**src/rtl/matrix_xfer_engine_pkg.sv**
```systemverilog
// Shared definitions for the matrix load/store transfer engine and its decoder.
package matrix_xfer_engine_pkg;

    localparam int NUM_LANES = 4;

    localparam logic [2:0] S_IDLE = 3'd0;
    localparam logic [2:0] S_SCAN = 3'd1;
    localparam logic [2:0] S_RD   = 3'd2;
    localparam logic [2:0] S_WB   = 3'd3;
    localparam logic [2:0] S_WR   = 3'd4;
    localparam logic [2:0] S_FIN  = 3'd5;

    // Opcodes shared with the decoder that produces this block's control word.
    localparam logic [5:0] OP_MLD  = 6'b000000;
    localparam logic [5:0] OP_MSTR = 6'b000001;

    typedef enum logic [2:0] {
        ST_IDLE = S_IDLE,
        ST_SCAN = S_SCAN,
        ST_RD   = S_RD,
        ST_WB   = S_WB,
        ST_WR   = S_WR,
        ST_FIN  = S_FIN
    } state_e;

endpackage

```
**src/rtl/matrix_xfer_engine_lane_scan.sv**
```systemverilog
// Combinational priority finder: lowest enabled lane at or above the start pointer.
module matrix_xfer_engine_lane_scan
    import matrix_xfer_engine_pkg::*;
(
    input  logic [NUM_LANES-1:0] mask_i,
    input  logic [1:0]           ptr_i,
    output logic                 found_o,
    output logic [1:0]           lane_o
);

    // Walk from the top down so the lowest qualifying lane is the last assignment.
    always_comb begin
        found_o = 1'b0;
        lane_o  = 2'd0;
        for (int i = NUM_LANES - 1; i >= 0; i--) begin
            if (mask_i[i] && (2'(i) >= ptr_i)) begin
                found_o = 1'b1;
                lane_o  = 2'(i);
            end
        end
    end

endmodule

```
**src/rtl/matrix_xfer_engine.sv**
```systemverilog
// Moves a 2x2 matrix (4 lanes) between data memory and the matrix register file,
// one word per memory handshake, driven by the decoded MLD/MSTR control word.
module matrix_xfer_engine
    import matrix_xfer_engine_pkg::*;
#(
    parameter int DATA_W  = 32,
    parameter int ADDR_W  = 8,
    parameter int MREG_W  = 3,
    parameter int TIMEOUT = 15
) (
    input  logic                 clk_i,
    input  logic                 reset_i,
    input  logic                 start_i,
    input  logic                 mem_read_i,
    input  logic                 mem_write_i,
    input  logic                 reg_write_i,
    input  logic [NUM_LANES-1:0] lane_en_i,
    input  logic [ADDR_W-1:0]    base_addr_i,
    input  logic [MREG_W-1:0]    mreg_idx_i,
    output logic [ADDR_W-1:0]    mem_addr_o,
    output logic                 mem_re_o,
    output logic                 mem_we_o,
    output logic [DATA_W-1:0]    mem_wdata_o,
    input  logic [DATA_W-1:0]    mem_rdata_i,
    input  logic                 mem_ack_i,
    output logic [MREG_W-1:0]    rf_idx_o,
    output logic [1:0]           rf_lane_o,
    output logic                 rf_we_o,
    output logic [DATA_W-1:0]    rf_wdata_o,
    input  logic [DATA_W-1:0]    rf_rdata_i,
    output logic                 busy_o,
    output logic                 done_o,
    output logic                 err_o,
    output logic [2:0]           state_o
);

    localparam int               TMO_W    = $clog2(TIMEOUT + 1);
    localparam logic [TMO_W-1:0] TMO_LAST = TMO_W'(TIMEOUT - 1);

    state_e                 state_q;
    logic                   rd_q;
    logic                   reg_wr_q;
    logic [NUM_LANES-1:0]   lanes_q;
    logic [ADDR_W-1:0]      base_q;
    logic [MREG_W-1:0]      mreg_q;
    logic [2:0]             ptr_q;
    logic [1:0]             lane_q;
    logic [TMO_W-1:0]       tmo_q;

    logic [ADDR_W-1:0]      mem_addr_q;
    logic                   mem_re_q;
    logic                   mem_we_q;
    logic [MREG_W-1:0]      rf_idx_q;
    logic [1:0]             rf_lane_q;
    logic                   rf_we_q;
    logic [DATA_W-1:0]      rf_wdata_q;
    logic                   busy_q;
    logic                   done_q;
    logic                   err_q;

    logic                   scan_found;
    logic [1:0]             scan_lane;
    logic                   scan_hit;
    logic [ADDR_W-1:0]      addr_d;
    logic [2:0]             ptr_d;

    matrix_xfer_engine_lane_scan u_lane_scan (
        .mask_i  (lanes_q),
        .ptr_i   (ptr_q[1:0]),
        .found_o (scan_found),
        .lane_o  (scan_lane)
    );

    // ptr_q[2] marks "past lane 3": nothing can remain once it is set.
    assign scan_hit = scan_found && !ptr_q[2];
    assign addr_d   = base_q + ADDR_W'(scan_lane);
    assign ptr_d    = {1'b0, lane_q} + 3'd1;

    always_ff @(posedge clk_i) begin
        if (reset_i) begin
            state_q    <= ST_IDLE;
            rd_q       <= 1'b0;
            reg_wr_q   <= 1'b0;
            lanes_q    <= '0;
            base_q     <= '0;
            mreg_q     <= '0;
            ptr_q      <= '0;
            lane_q     <= '0;
            tmo_q      <= '0;
            mem_addr_q <= '0;
            mem_re_q   <= 1'b0;
            mem_we_q   <= 1'b0;
            rf_idx_q   <= '0;
            rf_lane_q  <= '0;
            rf_we_q    <= 1'b0;
            rf_wdata_q <= '0;
            busy_q     <= 1'b0;
            done_q     <= 1'b0;
            err_q      <= 1'b0;
        end else begin
            done_q  <= 1'b0;
            err_q   <= 1'b0;
            rf_we_q <= 1'b0;
            unique case (state_q)
                ST_IDLE: begin
                    if (start_i) begin
                        if (mem_read_i == mem_write_i) begin
                            err_q <= 1'b1;
                        end else begin
                            rd_q     <= mem_read_i;
                            reg_wr_q <= reg_write_i;
                            lanes_q  <= lane_en_i;
                            base_q   <= base_addr_i;
                            mreg_q   <= mreg_idx_i;
                            ptr_q    <= '0;
                            busy_q   <= 1'b1;
                            state_q  <= ST_SCAN;
                        end
                    end
                end
                ST_SCAN: begin
                    if (scan_hit) begin
                        lane_q     <= scan_lane;
                        tmo_q      <= '0;
                        mem_addr_q <= addr_d;
                        rf_idx_q   <= mreg_q;
                        rf_lane_q  <= scan_lane;
                        if (rd_q) begin
                            mem_re_q <= 1'b1;
                            state_q  <= ST_RD;
                        end else begin
                            mem_we_q <= 1'b1;
                            state_q  <= ST_WR;
                        end
                    end else begin
                        done_q  <= 1'b1;
                        state_q <= ST_FIN;
                    end
                end
                ST_RD, ST_WR: begin
                    if (mem_ack_i) begin
                        mem_re_q   <= 1'b0;
                        mem_we_q   <= 1'b0;
                        mem_addr_q <= '0;
                        if (state_q == ST_RD) begin
                            rf_we_q    <= reg_wr_q;
                            rf_wdata_q <= mem_rdata_i;
                            state_q    <= ST_WB;
                        end else begin
                            rf_idx_q  <= '0;
                            rf_lane_q <= '0;
                            ptr_q     <= ptr_d;
                            state_q   <= ST_SCAN;
                        end
                    end else if (tmo_q == TMO_LAST) begin
                        // Abort the whole command; lanes already written stay written.
                        mem_re_q   <= 1'b0;
                        mem_we_q   <= 1'b0;
                        mem_addr_q <= '0;
                        rf_idx_q   <= '0;
                        rf_lane_q  <= '0;
                        err_q      <= 1'b1;
                        done_q     <= 1'b1;
                        busy_q     <= 1'b0;
                        state_q    <= ST_IDLE;
                    end else begin
                        tmo_q <= tmo_q + 1'b1;
                    end
                end
                ST_WB: begin
                    rf_idx_q   <= '0;
                    rf_lane_q  <= '0;
                    rf_wdata_q <= '0;
                    ptr_q      <= ptr_d;
                    state_q    <= ST_SCAN;
                end
                ST_FIN: begin
                    busy_q  <= 1'b0;
                    state_q <= ST_IDLE;
                end
                default: state_q <= ST_IDLE;
            endcase
        end
    end

    assign mem_addr_o  = mem_addr_q;
    assign mem_re_o    = mem_re_q;
    assign mem_we_o    = mem_we_q;
    assign mem_wdata_o = mem_we_q ? rf_rdata_i : '0;
    assign rf_idx_o    = rf_idx_q;
    assign rf_lane_o   = rf_lane_q;
    assign rf_we_o     = rf_we_q;
    assign rf_wdata_o  = rf_wdata_q;
    assign busy_o      = busy_q;
    assign done_o      = done_q;
    assign err_o       = err_q;
    assign state_o     = state_q;

endmodule

```
**config.mk**
```make
export PLATFORM = sky130hd
export DESIGN_NAME = matrix_xfer_engine
export DESIGN_NICKNAME = d
export VERILOG_FILES = /design/src/rtl/matrix_xfer_engine_pkg.sv /design/src/rtl/matrix_xfer_engine_lane_scan.sv /design/src/rtl/matrix_xfer_engine.sv
export SDC_FILE = /design/constraint.sdc
export NUM_CORES = 1
export LEC_CHECK = 0
export ABC_CLOCK_PERIOD_IN_PS = 2170
export BUFFER_PORTS_ARGS = -buffer_cell sky130_fd_sc_hd__buf_2
export CAP_MARGIN = 0
export CORE_ASPECT_RATIO = 1.2
export CORE_MARGIN = 5
export CORE_UTILIZATION = 42
export CTS_CLUSTER_DIAMETER = 200
export CTS_CLUSTER_SIZE = 12
export DETAILED_ROUTE_END_ITERATION = 12
export PLACE_DENSITY = 0.87
export REMOVE_ABC_BUFFERS = 1
export SETUP_SLACK_MARGIN = 0.5
export SLEW_MARGIN = 0
export SYNTH_ARGS = -nofsm -noshare
export SYNTH_HDL_FRONTEND = slang
export SYNTH_SLANG_ARGS = --single-unit
```
**constraint.sdc**
```tcl
create_clock -name clk_i -period 2.17 [get_ports clk_i]
set_clock_uncertainty 0.1 [all_clocks]
set_input_delay 0.434 -clock clk_i [delete_from_list [all_inputs] [get_ports clk_i]]
set_output_delay 0.434 -clock clk_i [all_outputs]
set_load 0.005 [all_outputs]
```
# [Word level (Yosys, flattened, before mapping)]
# Index checks and enable logic that the tools add are counted.
[word_totals] register_bits=80 out_inout_bits=86 input_bits=86 wordCells=136
[classes] addsub=3 n_eq_ne=20 n_reduce_logical=25 n_mux=61 bitwise_logic=4 magnitude_cmp=4
[ops] operator="2-to-1 mux 32 bit" count=3
[ops] operator="case mux 32 bit (2 select lines)" count=1
[ops] operator="2-to-1 mux 3 bit" count=13
[ops] operator="2-to-1 mux 8 bit" count=3
[ops] operator="inequality test 2 bit (second input constant)" count=11
[ops] operator="2-to-1 mux 1 bit" count=18
[ops] operator="2-to-1 mux 2 bit" count=9
[ops] operator="case mux 3 bit (3 select lines)" count=2
[ops] operator="case mux 8 bit (2 select lines)" count=1
[ops] operator="AND reduction 4 bit" count=4
[ops] operator="2-to-1 mux 4 bit" count=3
[ops] operator="case mux 3 bit (4 select lines)" count=1
[ops] operator="AND reduction 3 bit" count=4
[ops] operator="AND reduction 5 bit" count=2
[ops] operator="nonzero test 3 bit" count=3
[ops] operator="adder 8 x 2 -> 8 bit" count=1
[ops] operator="case mux 1 bit (2 select lines)" count=4
[ops] operator="case mux 4 bit (2 select lines)" count=1
[ops] operator="equality test 3 x 2 -> 1 bit (second input constant)" count=2
[ops] operator="equality test 3 bit (second input constant)" count=2
[ops] operator="inequality test 3 bit (second input constant)" count=2
[ops] operator="case mux 2 bit (3 select lines)" count=1
[ops] operator="logical AND 1 bit" count=5
[ops] operator="adder 4 x 1 -> 4 bit (second input constant)" count=1
[ops] operator="other kinds (14)" count=20

# [Longest topological paths before layout]
# Gate-level depths: netlist of the first run.
[depth] ltp_word=9 depth_mapped=10 mapped_depth_nobuf=10

# [By module]
# Synthesis of the first run repeated with hierarchy kept, for this count alone.
[unflattened] hier_cells=428 area_unflattened_um2=3658.5
[by_module_without_submodules] module="matrix_xfer_engine" instances=1 area_per_inst_um2=3579.7 seq_area_each_um2=1601.5 cells_each=413
[by_module_without_submodules] module="matrix_xfer_engine_lane_scan" instances=1 area_per_inst_um2=78.8 seq_area_each_um2=0.0 cells_each=15

# [Worst setup path before layout of the first run]
# OpenSTA, ideal clock, no wires.
[synth_timing] path_type="register -> register" startpoint="register ptr_q[1]" endpoint="register mem_addr_q[4], in the netlist mem_addr_o[4]" synth_period_minus_slack_ps=2218 stages_incl_launch_ff=11 path_buffers=0 path_slack_ps=-48 arrival_ps=2048 required_ps=2000 setup_ps=70 cell_sequence="dfxtp_1 -> mux2i_1 -> nor2_1 -> a21oi_1 -> ha_1 -> inv_1 -> fa_1 -> nor2_1 -> xnor2_1 -> or3_1 -> a21oi_1"
[synth_between] elab_chain_cells=9 elab_cells_between_ends=22 classes_between="1 x add/sub; 4 x order compare; 1 x eq/ne; 10 x mux; 6 x reduce/logical"
[synth_lines] element="start: declaration" line="matrix_xfer_engine.sv:46" text="logic [2:0] ptr_q;"
[synth_lines] element="start signal: assignment" line="matrix_xfer_engine.sv:152" text="ptr_q <= ptr_d;"
[synth_lines] element="start signal: assignment" line="matrix_xfer_engine.sv:174" text="ptr_q <= ptr_d;"
[synth_lines] element="greater-or-equal comparator 2 bit" line="matrix_xfer_engine_lane_scan.sv:16" text="if (mask_i[i] && (2'(i) >= ptr_i)) begin"
[synth_lines] element="logical AND 1 bit" line="matrix_xfer_engine_lane_scan.sv:16"
[synth_lines] element="2-to-1 mux 2 bit (3 in a row)" line="matrix_xfer_engine_lane_scan.sv:16"
[synth_lines] element="2-to-1 mux 2 bit *" line="matrix_xfer_engine_lane_scan.sv:16"
[synth_lines] element="named net scan_lane[0]" line="matrix_xfer_engine.sv:62" text="logic [1:0] scan_lane;"
[synth_lines] element="adder 8 x 2 -> 8 bit *" line="matrix_xfer_engine.sv:76" text="assign addr_d = base_q + ADDR_W'(scan_lane);"
[synth_lines] element="2-to-1 mux 8 bit *" line="matrix_xfer_engine.sv:122" text="if (scan_hit) begin"
[synth_lines] element="case mux 8 bit (2 select lines) *" line="matrix_xfer_engine.sv:104" text="unique case (state_q)"
[synth_lines] element="end signal: assignment" line="matrix_xfer_engine.sv:125" text="mem_addr_q <= addr_d;"
[synth_lines] element="end: declaration" line="matrix_xfer_engine.sv:50" text="logic [ADDR_W-1:0] mem_addr_q;"
# Mark *: on every way through the listed nets, which the timed path passes. The rest lies on a longest branch. The select of a mux whose other input is x is not followed.
# A chain may end at the register's enable or synchronous reset.

# [Worst setup path after layout of the first run]
[layout_timing] startpoint="register ptr_q[1]" endpoint="register mem_addr_q[6], in the netlist mem_addr_o[6]"
# The elaborated chain is that of the path after synthesis.

==> results of run 1 <==
-- final cells by class --
type	instances	area [µm²]
Inverter	9	33.8
Clock buffer	11	151
Fill cell	579	2460
Timing Repair Buffer	215	1550
Tap cell	114	143
Sequential cell	80	1620
Clock inverter	4	77.6
Multi-Input combinational cell	301	2160
-- cells in the final DEF, fill, tap and decap left out, types with 3 or more instances in the layout --
cell / netlist / routed
sky130_fd_sc_hd__buf_6: 0 / 37
sky130_fd_sc_hd__clkbuf_16: 0 / 3
sky130_fd_sc_hd__mux2i_1: 11 / 11
sky130_fd_sc_hd__dfxtp_2: 0 / 7
sky130_fd_sc_hd__nand2b_1: 8 / 8
sky130_fd_sc_hd__buf_4: 0 / 28
sky130_fd_sc_hd__buf_12: 0 / 5
sky130_fd_sc_hd__or3_1: 6 / 6
sky130_fd_sc_hd__nor2b_4: 0 / 3
sky130_fd_sc_hd__nand2_1: 51 / 50
sky130_fd_sc_hd__nor2_1: 37 / 33
sky130_fd_sc_hd__a22o_1: 17 / 17
sky130_fd_sc_hd__a21oi_2: 0 / 6
sky130_fd_sc_hd__nor3b_1: 17 / 15
sky130_fd_sc_hd__and2_4: 0 / 31
sky130_fd_sc_hd__buf_2: 5 / 140
sky130_fd_sc_hd__a21oi_1: 50 / 43
sky130_fd_sc_hd__inv_2: 0 / 3
sky130_fd_sc_hd__o21a_1: 4 / 4
sky130_fd_sc_hd__nor2b_1: 8 / 5
sky130_fd_sc_hd__o21ai_0: 10 / 7
sky130_fd_sc_hd__dfxtp_1: 80 / 71
sky130_fd_sc_hd__and2_1: 35 / 4
sky130_fd_sc_hd__xnor2_1: 6 / 5
sky130_fd_sc_hd__inv_1: 9 / 6
sky130_fd_sc_hd__clkbuf_8: 0 / 11
-- repair_timing --
item,CTS,global route
pin swaps,25,11
gates cloned,1,3
buffers inserted,16,4
gates resized for setup,64,82
setup endpoints to repair,111,102
-- logic make-up (layout without fill, tap and decap cells) --
kind of cell	count (synthesis)	count (layout)	synth area share, %
compound gates	99	99	17.7
xor+xnor	8	8	1.97
fa+ha+maj	6	6	2.32
mux	11	11	3.09
simple gates	177	177	26.3
flops	80	80	44.9
buf+inv	34	239	3.76
-- worst max-delay path, cell delays in order, from the launching register on --
cell                      delay (ns)
sky130_fd_sc_hd__dfxtp_2        0.35
sky130_fd_sc_hd__mux2i_1        0.19
sky130_fd_sc_hd__nor2_1         0.07
sky130_fd_sc_hd__a21oi_2        0.16
sky130_fd_sc_hd__ha_2           0.22
sky130_fd_sc_hd__inv_2          0.05
sky130_fd_sc_hd__fa_2           0.38
sky130_fd_sc_hd__nor2_2         0.11
sky130_fd_sc_hd__xnor2_1        0.07
sky130_fd_sc_hd__or3_1          0.32
sky130_fd_sc_hd__a21oi_2        0.12
-- metrics by stage --
step           utilization (%)  total power [µW]  area, µm²  hold WS (ns)
3_3_place_gp              56.5              2860       4630         0.337
4_1_cts                   64.2              4490       5270         0.165
2_1_floorplan                -              2310       3460         0.326
5_1_grt                   70.0              5270       5740         0.177
3_5_place_dp              56.5              2900       4630         0.345
6_report                  70.0              5050       5740         0.180
-- sequential cells by signal (all words and copies together) (netlist names), 2 cells and up --
register / flops
base_q: 8
rf_lane_o: 2
tmo_q: 4
lanes_q: 4
ptr_q: 3
state_o: 3
lane_q: 2
rf_wdata_o: 32
mem_addr_o: 8
mreg_q: 3
rf_idx_o: 3
-- synth_stat cells (all sizes together), types with 2 or more instances --
library cell   n
nand2b         8
o21bai         2
nand4          2
inv            9
o21a           4
ha             5
a32oi          2
clkbuf        19
nor4b          2
a2111oi        2
a22o          17
nor2          37
nor3b         17
nand3          2
and2          35
o21ai         10
xor2           2
a211oi         3
or3            6
nand2         51
buf            6
dfxtp         80
mux2i         11
nor2b          8
a21oi         50
xnor2          6
a22oi          3
nand3b         2
-- worst max-delay path by stage --
stage / from / endpoint / slack (ns) / cells past startpoint
detailed placement: ptr_q[1] / mem_addr_o[6] / -0.23 / 10
finish: ptr_q[1] / mem_addr_o[6] / -0.04 / 10
global route: ptr_q[1] / mem_addr_o[2] / -0.17 / 9
floorplan: state_o[0] / rf_wdata_o[0] / -1.29 / 3
global placement: ptr_q[1] / mem_addr_o[4] / -0.07 / 10
CTS: ptr_q[1] / mem_addr_o[4] / -0.03 / 10
-- power by group through the flow --
stage          combinational, µW  sequential (µW)  clock (µW)
2_1_floorplan                568             1740           0
3_3_place_gp                1160             1700           0
3_5_place_dp                1180             1710           0
4_1_cts                     1550             1680        1260
5_1_grt                     2240             1720        1310
6_report                    2100             1710        1250
-- routing by layer --
layer	up-vias	part of all wire (%)
met1	1801	36
li1	1827	-
met5	-	0
met2	165	54
met3	34	6.8
met4	0	3.0
==> run_summary.xml, run 1 <==
<?xml version="1.0" encoding="UTF-8"?>
<metrics>
  <group name="outcome">
    <metric name="outcome" unit="">finished with violations</metric>
    <metric name="failed_checks" unit="">setup timing</metric>
  </group>
  <group name="finish">
    <metric name="final_cells" unit="">734</metric>
    <metric name="syn2layout_area_growth" unit="%">60.9</metric>
    <metric name="final_nets" unit="">708</metric>
    <metric name="antenna_cells" unit="">0</metric>
    <metric name="drive_gt1_share" unit="%">50.5</metric>
  </group>
  <group name="clock_tree">
    <metric name="number_of_clock_buffers_inserted_by_tritoncts" unit="">9</metric>
    <metric name="tritoncts" unit="">yes</metric>
    <metric name="clock_tree.root_cell" unit="">sky130_fd_sc_hd__clkbuf_8</metric>
    <metric name="ctsHoldBuffers" unit="">0</metric>
    <metric name="h_tree_depth" unit="">3</metric>
    <metric name="clock_path_buffers" unit="">2</metric>
    <metric name="clock-sinks" unit="">80</metric>
    <metric name="clk_transition_reported_paths" unit="ns">0.08</metric>
    <metric name="clk-insertion-delay-late" unit="ns">0.35</metric>
  </group>
  <group name="hold_path">
    <metric name="min-delay-path-class" unit="">primary input to flip-flop</metric>
    <metric name="hp-start" unit="">mem_rdata_i[12]</metric>
    <metric name="hold_depth" unit="">2</metric>
    <metric name="timing.hold.worst_endpoint" unit="">rf_wdata_o[12]</metric>
  </group>
  <group name="worst_setup_path">
    <metric name="start_kind" unit="">flip-flop</metric>
    <metric name="crit_reg_reg_startpoint" unit="">ptr_q[1]</metric>
    <metric name="crit-reg2reg-capture" unit="">mem_addr_o[6]</metric>
    <metric name="setup.reg_to_reg.worst_slack" unit="ns">-0.04</metric>
    <metric name="crit_type" unit="">flip-flop to flip-flop</metric>
    <metric name="worst-endpoint-required" unit="ns">2.36</metric>
    <metric name="path_max_fanout" unit="">4</metric>
    <metric name="critical_path.endpoint_type" unit="">flip-flop</metric>
    <metric name="rr_worst_depth" unit="">10</metric>
    <metric name="cp_data_arrival_time" unit="ns">2.40</metric>
  </group>
  <group name="drt">
    <metric name="vias" unit="">3827</metric>
    <metric name="viasPerCell" unit="">5.21</metric>
    <metric name="drt-pass1-iter-count" unit="">4</metric>
    <metric name="antenna_left" unit="">0</metric>
    <metric name="detail_route.drc_violations" unit="">0</metric>
    <metric name="detailedRoute.firstIterationViolations" unit="">266</metric>
    <metric name="avgRoutedWirePerCell" unit="µm">16.8</metric>
    <metric name="drt_wl_total" unit="mm">12.3</metric>
  </group>
  <group name="grt">
    <metric name="met1_usage" unit="%">22.4</metric>
    <metric name="busiest_layer" unit="">met2</metric>
    <metric name="grt_antenna_before_repair" unit="">0</metric>
    <metric name="pin_count_of_the_biggest_net_entering_global_routing" unit="">43</metric>
    <metric name="grt_pass1_wl" unit="mm">17.9</metric>
    <metric name="grt_usage" unit="%">21.2</metric>
    <metric name="met3_usage" unit="%">4.68</metric>
    <metric name="grt.overflow.total" unit="">0</metric>
    <metric name="first_global_vias" unit="">3721</metric>
    <metric name="grt_use_met2" unit="%">38.6</metric>
  </group>
  <group name="power">
    <metric name="cell_internal_pwr" unit="µW">3490</metric>
    <metric name="leakage" unit="µW">0.00259</metric>
    <metric name="power.switching_fraction" unit="%">30.9</metric>
    <metric name="p_clk_share" unit="%">24.6</metric>
    <metric name="power.share.combinational" unit="%">41.6</metric>
    <metric name="p_seq_share" unit="%">33.8</metric>
    <metric name="max-vdd-ir-drop" unit="mV">0.419</metric>
    <metric name="total_switching_power" unit="µW">1560</metric>
    <metric name="power_per_cell_area" unit="nW/µm²">881</metric>
  </group>
  <group name="synth">
    <metric name="synth_top_cells_by_area" unit="">sky130_fd_sc_hd__dfxtp_1, sky130_fd_sc_hd__a21oi_1, sky130_fd_sc_hd__and2_1</metric>
    <metric name="synth.avg_cell_area" unit="µm²">8.59</metric>
    <metric name="yosys.area.top_type" unit="">sky130_fd_sc_hd__dfxtp_1</metric>
    <metric name="netlist_instances" unit="">415</metric>
    <metric name="async_reset_ff_share" unit="%">0</metric>
    <metric name="dominantRegCellSynth" unit="">sky130_fd_sc_hd__dfxtp_1</metric>
    <metric name="synth-edff-count" unit="">0</metric>
    <metric name="synth_largest_type_area_fraction" unit="%">44.9</metric>
    <metric name="count_of_cell_types_in_the_netlist" unit="">44</metric>
    <metric name="netlist_area" unit="µm²">3560</metric>
    <metric name="synth-seq-area-share" unit="%">44.9</metric>
    <metric name="yosys_warning_count" unit="">0</metric>
    <metric name="synth_seq_cells" unit="">80</metric>
  </group>
  <group name="timing">
    <metric name="post-route-period-util" unit="%">102</metric>
    <metric name="upper_clock_frequency_limit" unit="MHz">452</metric>
    <metric name="setup_viol_count_final" unit="">3</metric>
    <metric name="relSlewSlack" unit="%">70.9</metric>
    <metric name="timing.final.max_slew_violations" unit="">0</metric>
    <metric name="final_period_minus_worst_setup_slack" unit="ns">2.21</metric>
    <metric name="tightestPinTransition" unit="ns">0.437</metric>
    <metric name="report.final.hold_viol_count" unit="">0</metric>
    <metric name="final.setup.tns" unit="ns">-0.107</metric>
    <metric name="layout_setup_ws" unit="ns">-0.0430</metric>
    <metric name="rsz_0062_raised_after_global_routing" unit="">true</metric>
  </group>
  <group name="placement">
    <metric name="dp_slack" unit="ns">-0.230</metric>
    <metric name="post-dp-hpwl" unit="mm">7.99</metric>
    <metric name="placement.io_buffers" unit="">171</metric>
    <metric name="post_place_cells" unit="">695</metric>
    <metric name="gpl.final_weighted_congestion" unit="">0.823</metric>
  </group>
  <group name="floorplanning">
    <metric name="die_h" unit="µm">111</metric>
    <metric name="core_area" unit="µm²">8200</metric>
    <metric name="die-width" unit="µm">94.1</metric>
    <metric name="io-pin-count" unit="">172</metric>
    <metric name="core.rowCount" unit="">36</metric>
    <metric name="effective_utilization_at_floorplan" unit="%">43.5</metric>
    <metric name="die_area" unit="µm²">10400</metric>
  </group>
  <group name="flow_run">
    <metric name="cap_violations" unit="">0</metric>
  </group>
</metrics>
(Power assumes the default switching activity.)
==> run 2: changes to the inputs <==
CORE_ASPECT_RATIO = default   (was 1.2)
GPL_TIMING_DRIVEN = 0   (was default)
==> run 2 against run 1 <==
The flow still finishes with violations (setup timing). Via count increased by 7.8%. Setup slack got worse by 0.11 ns. Worst hold slack improved by 0.0037 ns. Register-to-register slack got worse by 0.11 ns. Die area about the same. Combinational power increased by 19%. Sequential cell count unchanged. Cell area increased by 9.7%. Critical endpoint is now mem_addr_o[2]. Largest cell class unchanged.
==> run_summary.xml, run 2 (synthesis gave the netlist of run 1 again) <==
<?xml version="1.0" encoding="UTF-8"?>
<metrics>
  <group name="drt">
    <metric name="antenna_left" unit="">0</metric>
    <metric name="drt-pass1-iter-count" unit="">5</metric>
    <metric name="avgRoutedWirePerCell" unit="µm">19.5</metric>
    <metric name="detailedRoute.firstIterationViolations" unit="">272</metric>
    <metric name="drt_wl_total" unit="mm">14.6</metric>
    <metric name="vias" unit="">4126</metric>
    <metric name="viasPerCell" unit="">5.51</metric>
    <metric name="detail_route.drc_violations" unit="">0</metric>
  </group>
  <group name="timing">
    <metric name="post-route-period-util" unit="%">107</metric>
    <metric name="rsz_0062_raised_after_global_routing" unit="">true</metric>
    <metric name="final_period_minus_worst_setup_slack" unit="ns">2.32</metric>
    <metric name="setup_viol_count_final" unit="">5</metric>
    <metric name="timing.final.max_slew_violations" unit="">0</metric>
    <metric name="relSlewSlack" unit="%">52.5</metric>
    <metric name="tightestPinTransition" unit="ns">0.712</metric>
    <metric name="hold_ws" unit="ns">0.184</metric>
    <metric name="report.final.hold_viol_count" unit="">0</metric>
    <metric name="layout_setup_ws" unit="ns">-0.154</metric>
    <metric name="final.setup.tns" unit="ns">-0.524</metric>
    <metric name="upper_clock_frequency_limit" unit="MHz">430</metric>
  </group>
  <group name="clock_tree">
    <metric name="number_of_clock_buffers_inserted_by_tritoncts" unit="">9</metric>
    <metric name="h_tree_depth" unit="">3</metric>
    <metric name="clk_transition_reported_paths" unit="ns">0.09</metric>
    <metric name="clock-sinks" unit="">80</metric>
    <metric name="tritoncts" unit="">yes</metric>
    <metric name="clock_tree.root_cell" unit="">sky130_fd_sc_hd__clkbuf_8</metric>
    <metric name="clk-insertion-delay-late" unit="ns">0.36</metric>
    <metric name="clock_path_buffers" unit="">2</metric>
    <metric name="ctsHoldBuffers" unit="">0</metric>
  </group>
  <group name="worst_setup_path">
    <metric name="start_kind" unit="">flip-flop</metric>
    <metric name="setup.worst_path.end" unit="">mem_addr_o[2]</metric>
    <metric name="worst-endpoint-required" unit="ns">2.36</metric>
    <metric name="critical_path_buf_inv_count" unit="">1</metric>
    <metric name="rr_worst_depth" unit="">9</metric>
    <metric name="setup.reg_to_reg.worst_slack" unit="ns">-0.15</metric>
    <metric name="path_max_fanout" unit="">6</metric>
    <metric name="crit-reg2reg-capture" unit="">mem_addr_o[2]</metric>
    <metric name="timing.critical_path.from" unit="">ptr_q[1]</metric>
    <metric name="cpPeakStageDelay" unit="ns">0.38</metric>
    <metric name="crit_reg_reg_startpoint" unit="">ptr_q[1]</metric>
    <metric name="cpLargestDelayFamily" unit="">adder cells</metric>
    <metric name="worstSetupPathDepth" unit="">9</metric>
    <metric name="worstPathCellList" unit="">mux2i_1, nor2_1, a21oi_2, ha_2, inv_2, fa_2, xor2_1, or3_1, a21oi_1</metric>
    <metric name="critical_path.endpoint_type" unit="">flip-flop</metric>
    <metric name="cp_data_arrival_time" unit="ns">2.51</metric>
    <metric name="crit_type" unit="">flip-flop to flip-flop</metric>
    <metric name="critical-path-slowest-cell" unit="">sky130_fd_sc_hd__dfxtp_4</metric>
  </group>
  <group name="finish">
    <metric name="multi_input_logic_area" unit="µm²">2420</metric>
    <metric name="syn2layout_area_growth" unit="%">76.6</metric>
    <metric name="layout.cells.most_common" unit="">sky130_fd_sc_hd__buf_2</metric>
    <metric name="fillerInstances" unit="">515</metric>
    <metric name="final_nets" unit="">731</metric>
    <metric name="drive_gt1_share" unit="%">57.9</metric>
    <metric name="largest_register_ff_count" unit="">32</metric>
    <metric name="antenna_cells" unit="">0</metric>
    <metric name="final_cell_mix" unit="">sky130_fd_sc_hd__buf_2, sky130_fd_sc_hd__dfxtp_1, sky130_fd_sc_hd__buf_6, sky130_fd_sc_hd__nand2_1, sky130_fd_sc_hd__a21oi_1</metric>
    <metric name="area.sequential" unit="µm²">1630</metric>
  </group>
  <group name="floorplanning">
    <metric name="die_h" unit="µm">102</metric>
    <metric name="die-width" unit="µm">102</metric>
    <metric name="core_area" unit="µm²">8260</metric>
    <metric name="io-pin-count" unit="">172</metric>
    <metric name="die_area" unit="µm²">10400</metric>
    <metric name="core.rowCount" unit="">33</metric>
    <metric name="effective_utilization_at_floorplan" unit="%">43.2</metric>
  </group>
  <group name="outcome">
    <metric name="outcome" unit="">finished with violations</metric>
    <metric name="failed_checks" unit="">setup timing</metric>
  </group>
  <group name="flow_run">
    <metric name="cap_violations" unit="">0</metric>
  </group>
  <group name="placement">
    <metric name="placement.io_buffers" unit="">171</metric>
    <metric name="post-dp-hpwl" unit="mm">7.24</metric>
    <metric name="gpl.final_weighted_congestion" unit="">0.880</metric>
  </group>
  <group name="grt">
    <metric name="pin_count_of_the_biggest_net_entering_global_routing" unit="">66</metric>
    <metric name="first_global_vias" unit="">3994</metric>
    <metric name="grt.overflow.total" unit="">0</metric>
    <metric name="grt_usage" unit="%">22.9</metric>
    <metric name="grt_antenna_before_repair" unit="">0</metric>
    <metric name="grt_pass1_wl" unit="mm">18.7</metric>
  </group>
  <group name="power">
    <metric name="power_per_cell_area" unit="nW/µm²">851</metric>
    <metric name="max-vdd-ir-drop" unit="mV">0.423</metric>
    <metric name="leakage" unit="µW">0.00280</metric>
  </group>
  <group name="hold_path">
    <metric name="min-delay-path-class" unit="">primary input to flip-flop</metric>
  </group>
</metrics>
==> run 2: metrics by stage <==
| step | area (µm²) | worst slack (ns) | instances | total power [µW] | utilization (%) |
|---|---|---|---|---|---|
| CTS | 5460 | -0.0366 | 726 | 4420 | 66.2 |
| finish | 6290 | -0.154 | 749 | 5360 | 76.2 |
| detailed placement | 4470 | -0.702 | 667 | 2760 | 54.1 |
| global route | 6290 | -0.230 | 749 | 5560 | 76.2 |
| global placement | 4450 | -2.08 | 666 | 2720 | 53.9 |
| floorplan | 3460 | -1.29 | 390 | 2310 | - |
==> run 2: worst min-delay path by stage <==
stage                              start             to  slack, ns  cells after the start
after CTS                 mem_rdata_i[9]  rf_wdata_o[9]       0.18                      2
after floorplan                 reg_wr_q       reg_wr_q       0.33                      2
final                     mem_rdata_i[4]  rf_wdata_o[4]       0.18                      2
after detailed placement        reg_wr_q        rf_we_o       0.35                      1
after global routing      mem_rdata_i[8]  rf_wdata_o[8]       0.18                      2
after global placement     mem_addr_o[7]  mem_addr_o[7]       0.34                      2
==> run 2: where the power goes <==
group          leakage (µW)  switching (µW)  internal, µW
Combinational       0.00205            1120          1380
Sequential         0.000653             125          1580
Clock              0.000100             582           572
Total               0.00280            1820          3530
==> run 2: repair_timing <==
| item | CTS | global route |
|---|---|---|
| setup buffers | 39 | 17 |
| pin swaps | 35 | 28 |
| resized for setup | 96 | 133 |
| endpoints found under the setup margin | 116 | 105 |
| gates cloned | 4 | 6 |
==> run 2: per-layer routing <==
| layer | GRT usage (%) | vias to the layer above | part of all wire, % |
|---|---|---|---|
| met4 | 11.6 | 0 | 3.3 |
| met5 | 0 | - | 0 |
| met3 | 6.76 | 46 | 10 |
| met2 | 42.1 | 273 | 52 |
| li1 | - | 1869 | - |
| met1 | 23.3 | 1938 | 35 |
==> run 2: layout make-up <==
| cell class | count | area share [%] |
|---|---|---|
| multi-input combinational | 303 | 38.4 |
| timing repair buffer | 236 | 29.9 |
| sequential | 80 | 25.8 |
| clock buffer | 11 | 2.25 |
| tap | 105 | 2.09 |
| clock inverter | 5 | 1.01 |
| inverter | 9 | 0.537 |
